File: src/rtl/pump_driver.sv
// Filter pump actuator controller: qualifies run requests against the tank level and
// enforces minimum on/off times, a run timeout and a latched dry-run interlock.
module pump_driver #(
   parameter int CLK_FREQ   = 50_000_000,
   parameter int MIN_ON_MS  = 500,
   parameter int MIN_OFF_MS = 1000,
   parameter int MAX_RUN_MS = 60000
) (
   input  logic       clk,
   input  logic       reset,
   input  logic       run_req,
   input  logic       tank_empty,
   input  logic       fault_clr,
   output logic       pump_en,
   output logic       fault,
   output logic [1:0] fault_code,
   output logic [1:0] state
);

   typedef enum logic [1:0] {
      OFF_LOCK = 2'd0,
      IDLE     = 2'd1,
      RUN      = 2'd2,
      FAULT    = 2'd3
   } state_t;

   localparam logic [31:0] PRESC_LAST = 32'(CLK_FREQ / 1000 - 1);
   localparam logic [31:0] MIN_ON     = 32'(MIN_ON_MS);
   localparam logic [31:0] MIN_OFF    = 32'(MIN_OFF_MS);
   localparam logic [31:0] MAX_RUN    = 32'(MAX_RUN_MS);
   localparam logic [31:0] MS_SAT     = 32'hFFFF_FFFF;

   localparam logic [1:0] CODE_NONE    = 2'b00;
   localparam logic [1:0] CODE_DRY     = 2'b01;
   localparam logic [1:0] CODE_TIMEOUT = 2'b10;

   state_t      state_q, state_d;
   logic [31:0] presc_q, presc_d;
   logic [31:0] ms_q, ms_d;
   logic        pump_en_q, pump_en_d;
   logic        fault_q, fault_d;
   logic [1:0]  fault_code_q, fault_code_d;
   logic        tick;

   always_ff @(posedge clk or posedge reset) begin
      if (reset) begin
         state_q      <= OFF_LOCK;
         presc_q      <= '0;
         ms_q         <= '0;
         pump_en_q    <= 1'b0;
         fault_q      <= 1'b0;
         fault_code_q <= CODE_NONE;
      end else begin
         state_q      <= state_d;
         presc_q      <= presc_d;
         ms_q         <= ms_d;
         pump_en_q    <= pump_en_d;
         fault_q      <= fault_d;
         fault_code_q <= fault_code_d;
      end
   end

   always_comb begin
      state_d      = state_q;
      fault_code_d = fault_code_q;
      tick         = (presc_q == PRESC_LAST);

      case (state_q)
         OFF_LOCK: begin
            if (ms_q == MIN_OFF) state_d = IDLE;
         end
         IDLE: begin
            if (run_req && !tank_empty) state_d = RUN;
         end
         RUN: begin
            // Dry-run wins over everything, including a coincident timeout
            if (tank_empty) begin
               state_d      = FAULT;
               fault_code_d = CODE_DRY;
            end else if (ms_q == MAX_RUN) begin
               state_d      = FAULT;
               fault_code_d = CODE_TIMEOUT;
            end else if (!run_req && ms_q >= MIN_ON) begin
               state_d = OFF_LOCK;
            end
         end
         FAULT: begin
            if (fault_clr) begin
               state_d      = OFF_LOCK;
               fault_code_d = CODE_NONE;
            end
         end
         default: begin
            state_d      = OFF_LOCK;
            fault_code_d = CODE_NONE;
         end
      endcase

      // Timebase restarts on every transition so each state measures its own dwell
      if (state_d != state_q) begin
         presc_d = '0;
         ms_d    = '0;
      end else begin
         presc_d = tick ? '0 : presc_q + 32'd1;
         ms_d    = (tick && ms_q != MS_SAT) ? ms_q + 32'd1 : ms_q;
      end

      // Outputs are registered from the next state so they change together with it
      pump_en_d = (state_d == RUN);
      fault_d   = (state_d == FAULT);
   end

   assign pump_en    = pump_en_q;
   assign fault      = fault_q;
   assign fault_code = fault_code_q;
   assign state      = state_q;

endmodule

File: config.mk
export PLATFORM = sky130hd
export DESIGN_NAME = pump_driver
export DESIGN_NICKNAME = d
export VERILOG_FILES = /design/src/rtl/pump_driver.sv
export SDC_FILE = /design/constraint.sdc
export NUM_CORES = 1
export LEC_CHECK = 0
export CAP_MARGIN = 20
export CORE_ASPECT_RATIO = 1.5
export CORE_MARGIN = 2
export CORE_UTILIZATION = 65
export DETAILED_ROUTE_END_ITERATION = 12
export DONT_BUFFER_PORTS = 1
export GPL_TIMING_DRIVEN = 0
export PLACE_DENSITY = 0.81
export SETUP_SLACK_MARGIN = 0.05
export SLEW_MARGIN = 10
export SYNTH_ARGS = -nofsm -noshare
export SYNTH_HDL_FRONTEND = slang
export SYNTH_SLANG_ARGS = --single-unit
File: constraint.sdc
create_clock -name clk -period 7.19 [get_ports clk]
set_input_delay 0.719 -clock clk [delete_from_list [all_inputs] [get_ports clk]]
set_output_delay 0.719 -clock clk [all_outputs]
set_load 0.03 [all_outputs]
Word level (Yosys, flattened, before mapping). Cells that the tools add are included.

Register bits: 70. Input port bits: 5. Output and inout port bits: 6. Word-level logic and storage cells: 45.

Add/subtract/negate cells: 2. Magnitude comparators: 1. Equal/unequal tests: 12. Multiplexer cells: 15. Reduce and logical (&&, ||, !) cells: 9.

Operator list (count): two-way mux 32 bit (4); adder 32 x 1 -> 32 bit, second input constant (2); == test 32 x 16 -> 1 bit, second input constant (2); == test 32 x 10 -> 1 bit, second input constant (1); greater-or-equal comparator 32 x 9 -> 1 bit, second input constant (1); inequality test 32 bit, second input constant (1); two-way mux 2 bit (9); == test 2 bit, second input constant (4); case mux 2 bit (4 select lines) (1); case mux 2 bit (2 select lines) (1); nonzero test 2 bit (2); logical AND 1 bit (3); inequality test 3 bit, second input constant (1); AND reduction 3 bit (1); == test 2 x 1 -> 1 bit, second input constant (1); logical NOT 1 bit (2); logical NOT 2 bit (1); inequality test 2 bit (1); inequality test 2 bit, second input constant (1).

Logic depth before layout (Yosys ltp).
Word-level depth: 8. Mapped depth: 9.

Worst setup path after synthesis. OpenSTA, ideal clock, no wires.

Kind: register to register. From: register ms_q[3]. To: register presc_q[14]. Arrival: 2358 ps. Setup slack: 4694 ps. Stages on the path, launching flop included: 7. Buffers on the path: 1. Clock period less this slack: 2496 ps. Cells stage by stage: dfrtp_1 -> or4b_1 -> or4b_4 -> a32o_1 -> nor3_4 -> buf_6 -> nor4_2.

Cells in the longest elaborated chain, start to end: 8. Elaborated cells on any way between the ends: 11.

Ends and longest elaborated chain: start, declared (line 39) `logic [31:0] ms_q, ms_d;`; start signal, assigned (line 56) `ms_q <= ms_d;`; greater-or-equal comparator 32 x 9 -> 1 bit (line 83) `end else if (!run_req && ms_q >= MIN_ON) begin`; logical AND 1 bit (line 83); two-way mux 2 bit (line 83); two-way mux 2 bit (line 80) `end else if (ms_q == MAX_RUN) begin`; two-way mux 2 bit (line 77) `if (tank_empty) begin`; case mux 2 bit (4 select lines) * (line 68) `case (state_q)`; inequality test 2 bit * (line 100) `if (state_d != state_q) begin`; two-way mux 32 bit * (line 100); net presc_d[14] (line 38) `logic [31:0] presc_q, presc_d;`; end signal, assigned (line 55) `presc_q <= presc_d;`; end, declared (line 38).

Mark *: on every way through the listed nets, which the timed path passes. The rest lies on a longest branch. A chain may end at the register's enable or synchronous reset.

Worst setup path after layout.
From: register presc_q[24]. To: register ms_q[18].

Cells in the longest elaborated chain, start to end: 3.

Ends and longest elaborated chain: == test 32 x 16 -> 1 bit (line 66) `tick = (presc_q == PRESC_LAST);`; logical AND 1 bit (line 105) `ms_d = (tick && ms_q != MS_SAT) ? ms_q + 32'd1 : ms_q;`; nonzero test 2 bit (no line).

No other way between the ends.

==> flow_summary.ini <==
[outcome]
status = completed

[cts]
cts.sinks = 70
hold_buffers = 0
post_cts_resize_count = 0
clkSlewWorstSetupHoldPaths_ns = 0.08
clk_latency_ns = 0.36
cts-htree-levels = 3
postCtsSetupBuffers = 0
ctsRootBufferMaster = clkbuf_8
numCtsBuffers = 9
clock_path_buffers = 2
cts_tree = built

[final_layout]
drive_above_1_share = 0.135
nets = 461
area_growth_pct = 8.58
postLayoutCellArea_um2 = 4640
final_common_cell = dfrtp_1
fillers = 504
final_cells = 534
register_area_um2 = 1750
mostFrequentLayoutCells = dfrtp_1, nand2_1, nor3_1, nand4_1, a211oi_1
antennaDiodeCount = 0
multi_input_area_um2 = 2330

[setup_path]
cp_top_family = simple AND/OR/NAND/NOR gates
slowest_stage = or4_4
critPathRequiredTime_ns = 7.41
rrSetupSlack_ns = 4.24
arrival_ns = 3.18
crit_type = flop to flop
crit_path_cell_trace = or4_4 > nor4_4 > nand2_2 > buf_6 > clkbuf_1 > o41ai_1 > a211oi_1
cp-start-kind = flop
worst_setup_path_end_kind = flop
critPathMaxFanout = 10
slowest_delay_ns = 0.58
path_buf_inv = 2

[yosys]
ys_seq_elements = 70
synth_edf_count = 0
async_reset_ff_frac = 1.00
synth_area_per_cell_um2 = 9.71
seq_area_frac_synth = 0.410
syn_area_um2 = 4270
synth.distinct_cells = 54
synth_cells = 440
syn_nets = 448
synthFlopType = dfrtp_1
yosysWarnings = 0

[job]
maxCapViolCount = 0

[routing]
wirelength_mm = 10.7
drc_errors = 0
drt.antenna.violating_nets = 0
drt_iter0_drc = 234
avgRoutedWirePerCell_um = 20.1
dr.pass1.iters = 4
viasPerCell = 7.05
via_count = 3766

[timing]
fmax_mhz = 339
slew_violations = 0
rsz0062_at_grt = no
tns_ns = 0
tightest_slew_ns = 0.869
relSlewSlack = 0.416
finalHoldViolCount = 0
period_share = 0.411
fin_crit_ns = 2.95
report.final.setup_viol = 0
clock-skew-final_ns = 0.00685

[placement]
place_area_um2 = 4410
dp_hpwl_mm = 7.59
place.gp.congestion = 0.911
placed_cells_incl_taps = 518
portBuffers = 0

[floorplanning]
core_um2 = 6440
fp.dieW_um = 70.2
initial_core_util = 0.663
num_rows = 36
die_y_um = 103
io_pins = 11
design.die.area_um2 = 7250

[power]
ir_drop_v = 0.000145
p_leak_uw = 0.00180
cellPowerDensity_nw_per_um2 = 166
total_power_uw = 772

[grt]
grt_pass1_vias = 3840
track_usage = 0.321
grt_pass1_wl_mm = 18.3
antenna_found_initial = 0
grt_start_max_net_pins = 55
grt-ovfl-total = 0

[min_path]
min_path_type = input pin to async pin
==> synth_stat cells (2+ instances only) <==
cell type | number | area (um^2)
or4_1 | 23 | 173
nand3_1 | 23 | 115
nor2_1 | 15 | 56.3
o211ai_1 | 2 | 15.0
xnor2_1 | 7 | 61.3
or4_4 | 2 | 22.5
nor4_4 | 2 | 42.5
nor3_1 | 30 | 150
or3_1 | 7 | 43.8
o211a_1 | 2 | 20.0
or2_2 | 5 | 31.3
a211oi_2 | 6 | 75.1
dfrtp_1 | 70 | 1750
nand4b_1 | 2 | 17.5
o41ai_1 | 2 | 17.5
o31ai_1 | 22 | 165
and2_1 | 5 | 31.3
nor2b_1 | 3 | 18.8
ha_1 | 3 | 37.5
buf_6 | 8 | 90.1
buf_2 | 3 | 15.0
nand2_1 | 30 | 113
a211oi_1 | 25 | 188
clkbuf_1 | 13 | 48.8
nor4_2 | 6 | 75.1
and3_1 | 7 | 43.8
nand4_1 | 26 | 163
nor4_1 | 13 | 81.3
inv_1 | 10 | 37.5
o21ai_0 | 14 | 70.1
and4_1 | 9 | 78.8
xor2_1 | 23 | 201
==> stage by stage <==
stage	setup WS [ns]	hold slack (ns)	util
after detailed placement	4.31	0.479	0.684
final	4.24	0.167	0.720
after global placement	3.96	0.483	0.678
after CTS	4.27	0.168	0.720
after global routing	4.13	0.185	0.720
after floorplan	4.69	0.452	-
==> path summary, 6_finish.rpt <==
check | startpoint | to | cells past startpoint
min in group clk | presc_q[0]$_DFF_PP0_ | presc_q[0]$_DFF_PP0_ | 1
worst min register to register | presc_q[0]$_DFF_PP0_ | presc_q[0]$_DFF_PP0_ | 1
worst max-delay path | presc_q[24]$_DFF_PP0_ | ms_q[18]$_DFFE_PP0P_ | 7
max in group asynchronous | reset | ms_q[22]$_DFFE_PP0P_ | 2
worst max register to register | presc_q[24]$_DFF_PP0_ | ms_q[18]$_DFFE_PP0P_ | 7
worst min-delay path | reset | fault_code[1]$_DFFE_PP0P_ | 1
==> power breakdown <==
| group | total, uW | internal [uW] | switching (uW) | leakage [uW] |
|---|---|---|---|---|
| Combinational | 10.9 | 2.21 | 8.70 | 0.000730 |
| Clock | 368 | 207 | 161 | 0.000110 |
| Sequential | 393 | 393 | 0 | 0.000959 |
==> metal layers <==
layer | global-route usage | vias up | wire, um
li1 | - | 1751 | -
met1 | 0.357 | 1836 | 4010
met2 | 0.593 | 138 | 5770
met3 | 0.0475 | 41 | 518
met4 | 0.173 | 0 | 418
met5 | 0 | - | 0
==> state kept, by name, indices dropped and copies added (netlist names) <==
register,flops
fault,1
fault_code,2
ms_q,32
presc_q,32
pump_en,1
state,2
==> cell type report <==
cell class                 count  area share
clock buffer                  10      0.0297
sequential                    70       0.378
inverter                      10     0.00863
multi-input combinational    335       0.502
buffer                        25      0.0348
tap                           76      0.0205
clock inverter                 6      0.0200
timing repair buffer           2     0.00702
==> cells by family (layout without fill, tap and decap cells) <==
kind of cell / Yosys count / after routing / share of synthesized area
AOI/OAI and AO/OA: 82 / 82 / 0.147
xor gates and xnor gates: 30 / 30 / 0.0615
adders and majority gates: 3 / 3 / 0.00879
buffers and inverters: 35 / 53 / 0.0466
DFF: 70 / 70 / 0.410
muxes: 2 / 2 / 0.00498
and+or+nand+nor: 218 / 218 / 0.321
(Power assumes the default switching activity.)
==> edit 1, RTL diff (same flow settings) <==
Register the output `fault_code` once more, with the module's reset; this adds one clock of latency there. The other outputs are not delayed to match.
--- a/src/rtl/pump_driver.sv
+++ b/src/rtl/pump_driver.sv
@@ -112,7 +112,13 @@
 
    assign pump_en    = pump_en_q;
    assign fault      = fault_q;
-   assign fault_code = fault_code_q;
+   always_ff @(posedge clk or posedge reset) begin
+      if (reset) begin
+         fault_code <= '0;
+      end else begin
+         fault_code <= fault_code_q;
+      end
+   end
    assign state      = state_q;
 
 endmodule
Behaviour: no difference found for any inputs over 10 cycles, from zero or initial values and one cycle with reset high; that may be too few to reach the edited logic, so the function may still have changed.
==> edit 1 against the unedited design <==
Clock skew up 0.0017 ns; non-clock buffer count grew 6; wire length about the same; design area grew 2.1%; critical path depth is the same; sequential cell count rose by 2; worst setup slack better by 0.059 ns; area after synthesis grew 2.0%; core utilization up 0.99 points; critical endpoint is now ms_q[24]; highest routed layer unchanged.
Power is not compared: it rests on default switching activity, and its combinational part moved more than twofold at a synthesized area within 25%.
==> edit 1: results (changes against the unedited design) <==
The source-to-sink clock delay at the later pin of the worst-skew pair is 0.37 ns. The total setup buffers inserted after CTS came out at 0 (unchanged). The family with the most delay on the worst path is simple AND/OR/NAND/NOR gates. The maximum number of pins on one net before global-route repair came to 57 (+3.6%). The average footprint of a synthesized cell was 9.49 µm² (-2.3%). The post-cts resize count came out at 0 (unchanged). The timing startpoint of the critical path is ms_q[6].

The post-detailed-routing wire length came to 10700 µm (about the same). The clock slew seen by the registers of the worst setup and hold paths is 0.08 ns (about the same). The detailed-placement wirelength estimate is 7460 µm (-1.7%). The arrival time at the worst endpoint came out at 3.17 ns (about the same). The endpoint identified for the worst register-to-register timing path is ms_q[24]. The fraction of the yosys area taken by sequential cells was 41.4% (+0.36 points).

The detailed-routing iteration count for the pre-antenna-repair pass came out at 6 (+2). The worst slew margin relative to its limit is 28.1% (-13 points). The count of buffers inserted at the top-level ports came out at 0 (unchanged).

The static leakage came out at 1.77 nW. The aggregate global-route resource usage is 31.3% (-0.77 points). The largest registers in the layout are ms_q: 32 flops, presc_q: 32 flops. The global placer's final weighted congestion came out at 0.965 (+5.8%). The setup slack of the most critical reg-to-reg path was 4.29 ns (+0.06 ns). The depth of the worst register-to-register path is 7 (unchanged). The cell at the root of the clock tree is sky130_fd_sc_hd__clkbuf_8. The wire length of the first global-routing pass came out at 18500 µm (+1.5%). The run finished with clean final reports.

The critical-path maximum fanout is 10 (unchanged). The worst-path cell with the longest stage delay is sky130_fd_sc_hd__clkdlybuf4s50_2. The worst slack on hold paths is 0.146 ns (-0.0202 ns). The number of global-route vias before repair came to 3839 (-0.026%). The count of distinct cell types in the synthesized netlist is 51 (-5.6%). The final-stage net count is 479 (+3.9%). The layout cell share with drive strength beyond 1 came out at 8.82% (-4.7 points).

The maximum VDD drop came out at 0.273 mV. The DRC violation total after the first TritonRoute iteration is 343 (+47%). The maximum root-to-sink buffer count came out at 2 (unchanged).

The antenna diode instance count came out at 0 (unchanged). The worst clock skew on the final layout is 0.00857 ns (+0.00173 ns). The number of antenna violations at the first check in global routing came out at 0 (unchanged). The largest stage delay on the critical path is 0.61 ns (+0.03 ns). By area the synthesized netlist is led by sky130_fd_sc_hd__dfrtp_1 41%, sky130_fd_sc_hd__a211oi_1 5.9%, sky130_fd_sc_hd__or4_1 4.5%.

The cell count after placement came out at 536 (+3.5%). The ratio of routed vias to standard cells is 7.04 (-0.23%). After synthesis, the most frequently instantiated cells are 72 x sky130_fd_sc_hd__dfrtp_1, 34 x sky130_fd_sc_hd__a211oi_1, 32 x sky130_fd_sc_hd__nand2_1, 32 x sky130_fd_sc_hd__nor3_1. In this run the worst hold path is classified as primary input to asynchronous set/reset pin. The deepest level of the CTS H-tree came out at 3 (unchanged). The yosys synthesis warning count came out at 0 (unchanged). The total nets after synthesis is 467 (+4.2%). The number of standard cells in the layout, taps in and fillers out was 552 (+3.4%). The total of fill cells in the finished design is 502 (-0.40%). The source of the worst register-to-register timing path is ms_q[6].

The CTS buffer count came out at 9 (unchanged). The post-synthesis async set-or-reset flop share came out at 100% (unchanged).
==> edit 1: area by class of cell <==
type,count,share of cell area [%]
Multi-Input combinational cell,346,48.2
Sequential cell,72,38.1
Clock inverter,5,2.17
Buffer,32,4.97
Tap cell,76,2.01
Timing Repair Buffer,1,0.582
Inverter,9,0.767
Clock buffer,11,3.20
==> edit 1: metrics by stage <==
| step | utilization, % | setup WS (ns) | instance area (µm²) |
|---|---|---|---|
| after floorplan | - | 4.65 | 4350 |
| after global placement | 68.6 | 3.95 | 4450 |
| after detailed placement | 69.1 | 4.41 | 4480 |
| after CTS | 73.0 | 4.37 | 4730 |
| after global routing | 73.0 | 4.17 | 4730 |
| final | 73.0 | 4.29 | 4730 |
==> edit 1: routing by layer <==
metal	share of wire, %	vias up	track usage, %
li1	-	1813	-
met1	40	1922	37.5
met2	53	126	54.6
met3	4.5	23	4.94
met4	2.3	0	13.7
met5	0	-	0
==> edit 1: where the power goes <==
group          switching (mW)  internal [mW]  total, mW
logic                   0.103         0.0787      0.182
registers              0.0658          0.456      0.522
clock network           0.160          0.249      0.408
total                   0.328          0.783       1.11
==> edit 1: worst max-delay path by stage <==
stage	end	slack [ns]	depth (start not counted)
after detailed placement	presc_q[3]	4.41	7
after CTS	presc_q[29]	4.37	7
final	ms_q[24]	4.29	7
after floorplan	fault	4.65	1
after global routing	ms_q[3]	4.17	7
after global placement	fault_code[0]	3.95	1
==> edit 1: cell families (layout without fill, tap and decap cells) <==
group	count (synthesis)	after routing	synth area share (%)
AOI/OAI and AO/OA	86	86	14.1
xor gates and xnor gates	28	28	5.63
adders and majority gates	3	3	0.862
buffers and inverters	41	58	6.18
DFF	72	72	41.4
muxes	1	1	0.230
and+or+nand+nor	228	228	31.7
==> edit 2, RTL diff (config.mk and constraints unchanged) <==
Made on the original files. Set the parameter `MIN_OFF_MS` to 500 (it was 1000).
--- a/src/rtl/pump_driver.sv
+++ b/src/rtl/pump_driver.sv
@@ -3,7 +3,7 @@
 module pump_driver #(
    parameter int CLK_FREQ   = 50_000_000,
    parameter int MIN_ON_MS  = 500,
-   parameter int MIN_OFF_MS = 1000,
+   parameter int MIN_OFF_MS = 500,
    parameter int MAX_RUN_MS = 60000
 ) (
    input  logic       clk,
Formal check against the unedited RTL: no difference found for any inputs over 10 cycles, from zero or initial values and one cycle with reset high; that may be too few to reach the edited logic, so the function may still have changed.
==> edit 2 against the unedited design <==
Power fell by 12%; clock power decreased by 25%; worst setup slack better by 0.23 ns; wire length fell by 24%; area after synthesis is 11% lower; sequential cell count unchanged; combinational power fell by 6%; design area fell by 12%; critical path depth unchanged; maximum frequency rose by 8.5%; critical path type unchanged; largest cell class unchanged.
==> edit 2: results (changes against the unedited design) <==
In the synthesized netlist, the cells that appear most often are 70 x sky130_fd_sc_hd__dfrtp_1, 62 x sky130_fd_sc_hd__nor2_1, 40 x sky130_fd_sc_hd__xor2_1. The ratio of routed vias to standard cells was 6.20 (-12%). The worst slew margin relative to its limit came out at 36.7% (-4.9 points). The detail-routed net length per standard cell is 16.6 µm (-17%). The static leakage came out at 1.88 nW (+4.4%). The total setup buffers inserted after CTS came out at 0 (unchanged). The arrival time at the worst endpoint is 2.99 ns (-0.19 ns).

The worst-path cell with the longest stage delay is sky130_fd_sc_hd__or4_1. The global placer's final weighted congestion came out at 0.939 (+3.1%). The layout cell share with drive strength beyond 1 came to 7.86% (-5.7 points). The count of distinct cell types in the synthesized netlist is 39 (-28%).

The fraction of the yosys area taken by sequential cells is 46.3% (+5.2 points). The count of buffers inserted at the top-level ports is 0 (unchanged). The maximum VDD drop is 0.108 mV (-26%).

The maximum number of pins on one net before global-route repair is 62 (+13%). The total nets after synthesis was 413 (-7.8%). The worst clock skew on the final layout is 0.00792 ns (+0.00108 ns).

The later pin in the worst-skew pair is clocked with a latency of 0.35 ns. The aggregate global-route resource usage came out at 28.2% (-3.9 points). The net load switching power came out at 0.146 mW (-14%). The flow ran to the end, and the final reports show no timing, DRC or antenna violations. The cell count after placement is 479 (-7.5%).

The post-cts resize count is 0 (unchanged). The post-detailed-routing wire length came out at 8160 µm (-24%). The total placed instance area is 3910 µm² (-11%). The average footprint of a synthesized cell came to 9.35 µm² (-3.7%). The wire length of the first global-routing pass came to 14100 µm (-23%). The critical-path maximum fanout came out at 10 (unchanged).

The post-placement setup slack is 4.52 ns (+0.209 ns). The final-stage net count came out at 426 (-7.6%). The number of global-route vias before repair came out at 3111 (-19%). The DRC violation total after the first TritonRoute iteration came to 290 (+24%). The largest stage delay on the critical path was 0.54 ns (-0.04 ns). The detailed-placement wirelength estimate came out at 5810 µm (-24%).

The CTS buffer count was 9 (unchanged). The number of antenna violations at the first check in global routing came out at 0 (unchanged). The antenna diode instance count came out at 0 (unchanged). Yosys attributes the largest share of cell area to sky130_fd_sc_hd__dfrtp_1 46%, sky130_fd_sc_hd__xor2_1 9.3%, sky130_fd_sc_hd__nor2_1 6.1%.
[edit 2: area by class of cell]
class,count,area [µm²]
clock inverters,2,10.0
flip-flops and latches,70,1750
well taps,72,90.1
inverters,11,43.8
clock buffers,11,151
fillers,442,1630
multi-input cells,308,1910
plain buffers,16,81.3
repair buffers,2,32.5
[edit 2: cell families (layout without fill, tap and decap cells)]
logic type                 Yosys count  after routing  synth area share (%)
AOI/OAI and AO/OA                   25             25                  4.36
and+or+nand+nor                    223            223                  32.0
buffers and inverters               27             42                  3.24
xor gates and xnor gates            57             57                  13.2
adders and majority gates            3              3                 0.992
DFF                                 70             70                  46.3
[edit 2: final timing paths]
kind                            start           to  slack [ns]  depth (start not counted)
min in group clk           presc_q[0]   presc_q[0]        0.48                          1
max in group asynchronous       reset  presc_q[10]        6.53                          2
setup reg to reg             ms_q[18]     ms_q[21]        4.47                          7
setup / recovery             ms_q[18]     ms_q[21]        4.47                          7
hold / removal                  reset     ms_q[27]        0.14                          1
hold reg to reg            presc_q[0]   presc_q[0]        0.48                          1
[edit 2: power groups by stage]
stage               Clock, mW  Sequential [mW]  Combinational [mW]
floorplan                   0            0.401             0.00640
global placement            0            0.401             0.00843
detailed placement          0            0.401              0.0109
CTS                     0.276            0.394              0.0110
global route            0.293            0.393              0.0119
finish                  0.275            0.394              0.0103
[edit 2: layer usage]
metal / share of wire [%] / routed length (µm) / GRT usage (%) / vias up
met5: 0 / 0 / 0 / -
met4: 3.1 / 257 / 12.7 / 0
met3: 2.8 / 230 / 5.33 / 23
met2: 55 / 4480 / 49.7 / 65
met1: 39 / 3190 / 32.0 / 1506
li1: - / - / - / 1458
[edit 2: worst max-delay path: cells and delay by family (launching register included)]
kind                   cells  cell delay [ns]
flip-flops                 1             0.41
AO/OA/AOI/OAI              3             0.81
AND/OR/NAND/NOR            2             1.08
buffers and inverters      2             0.34
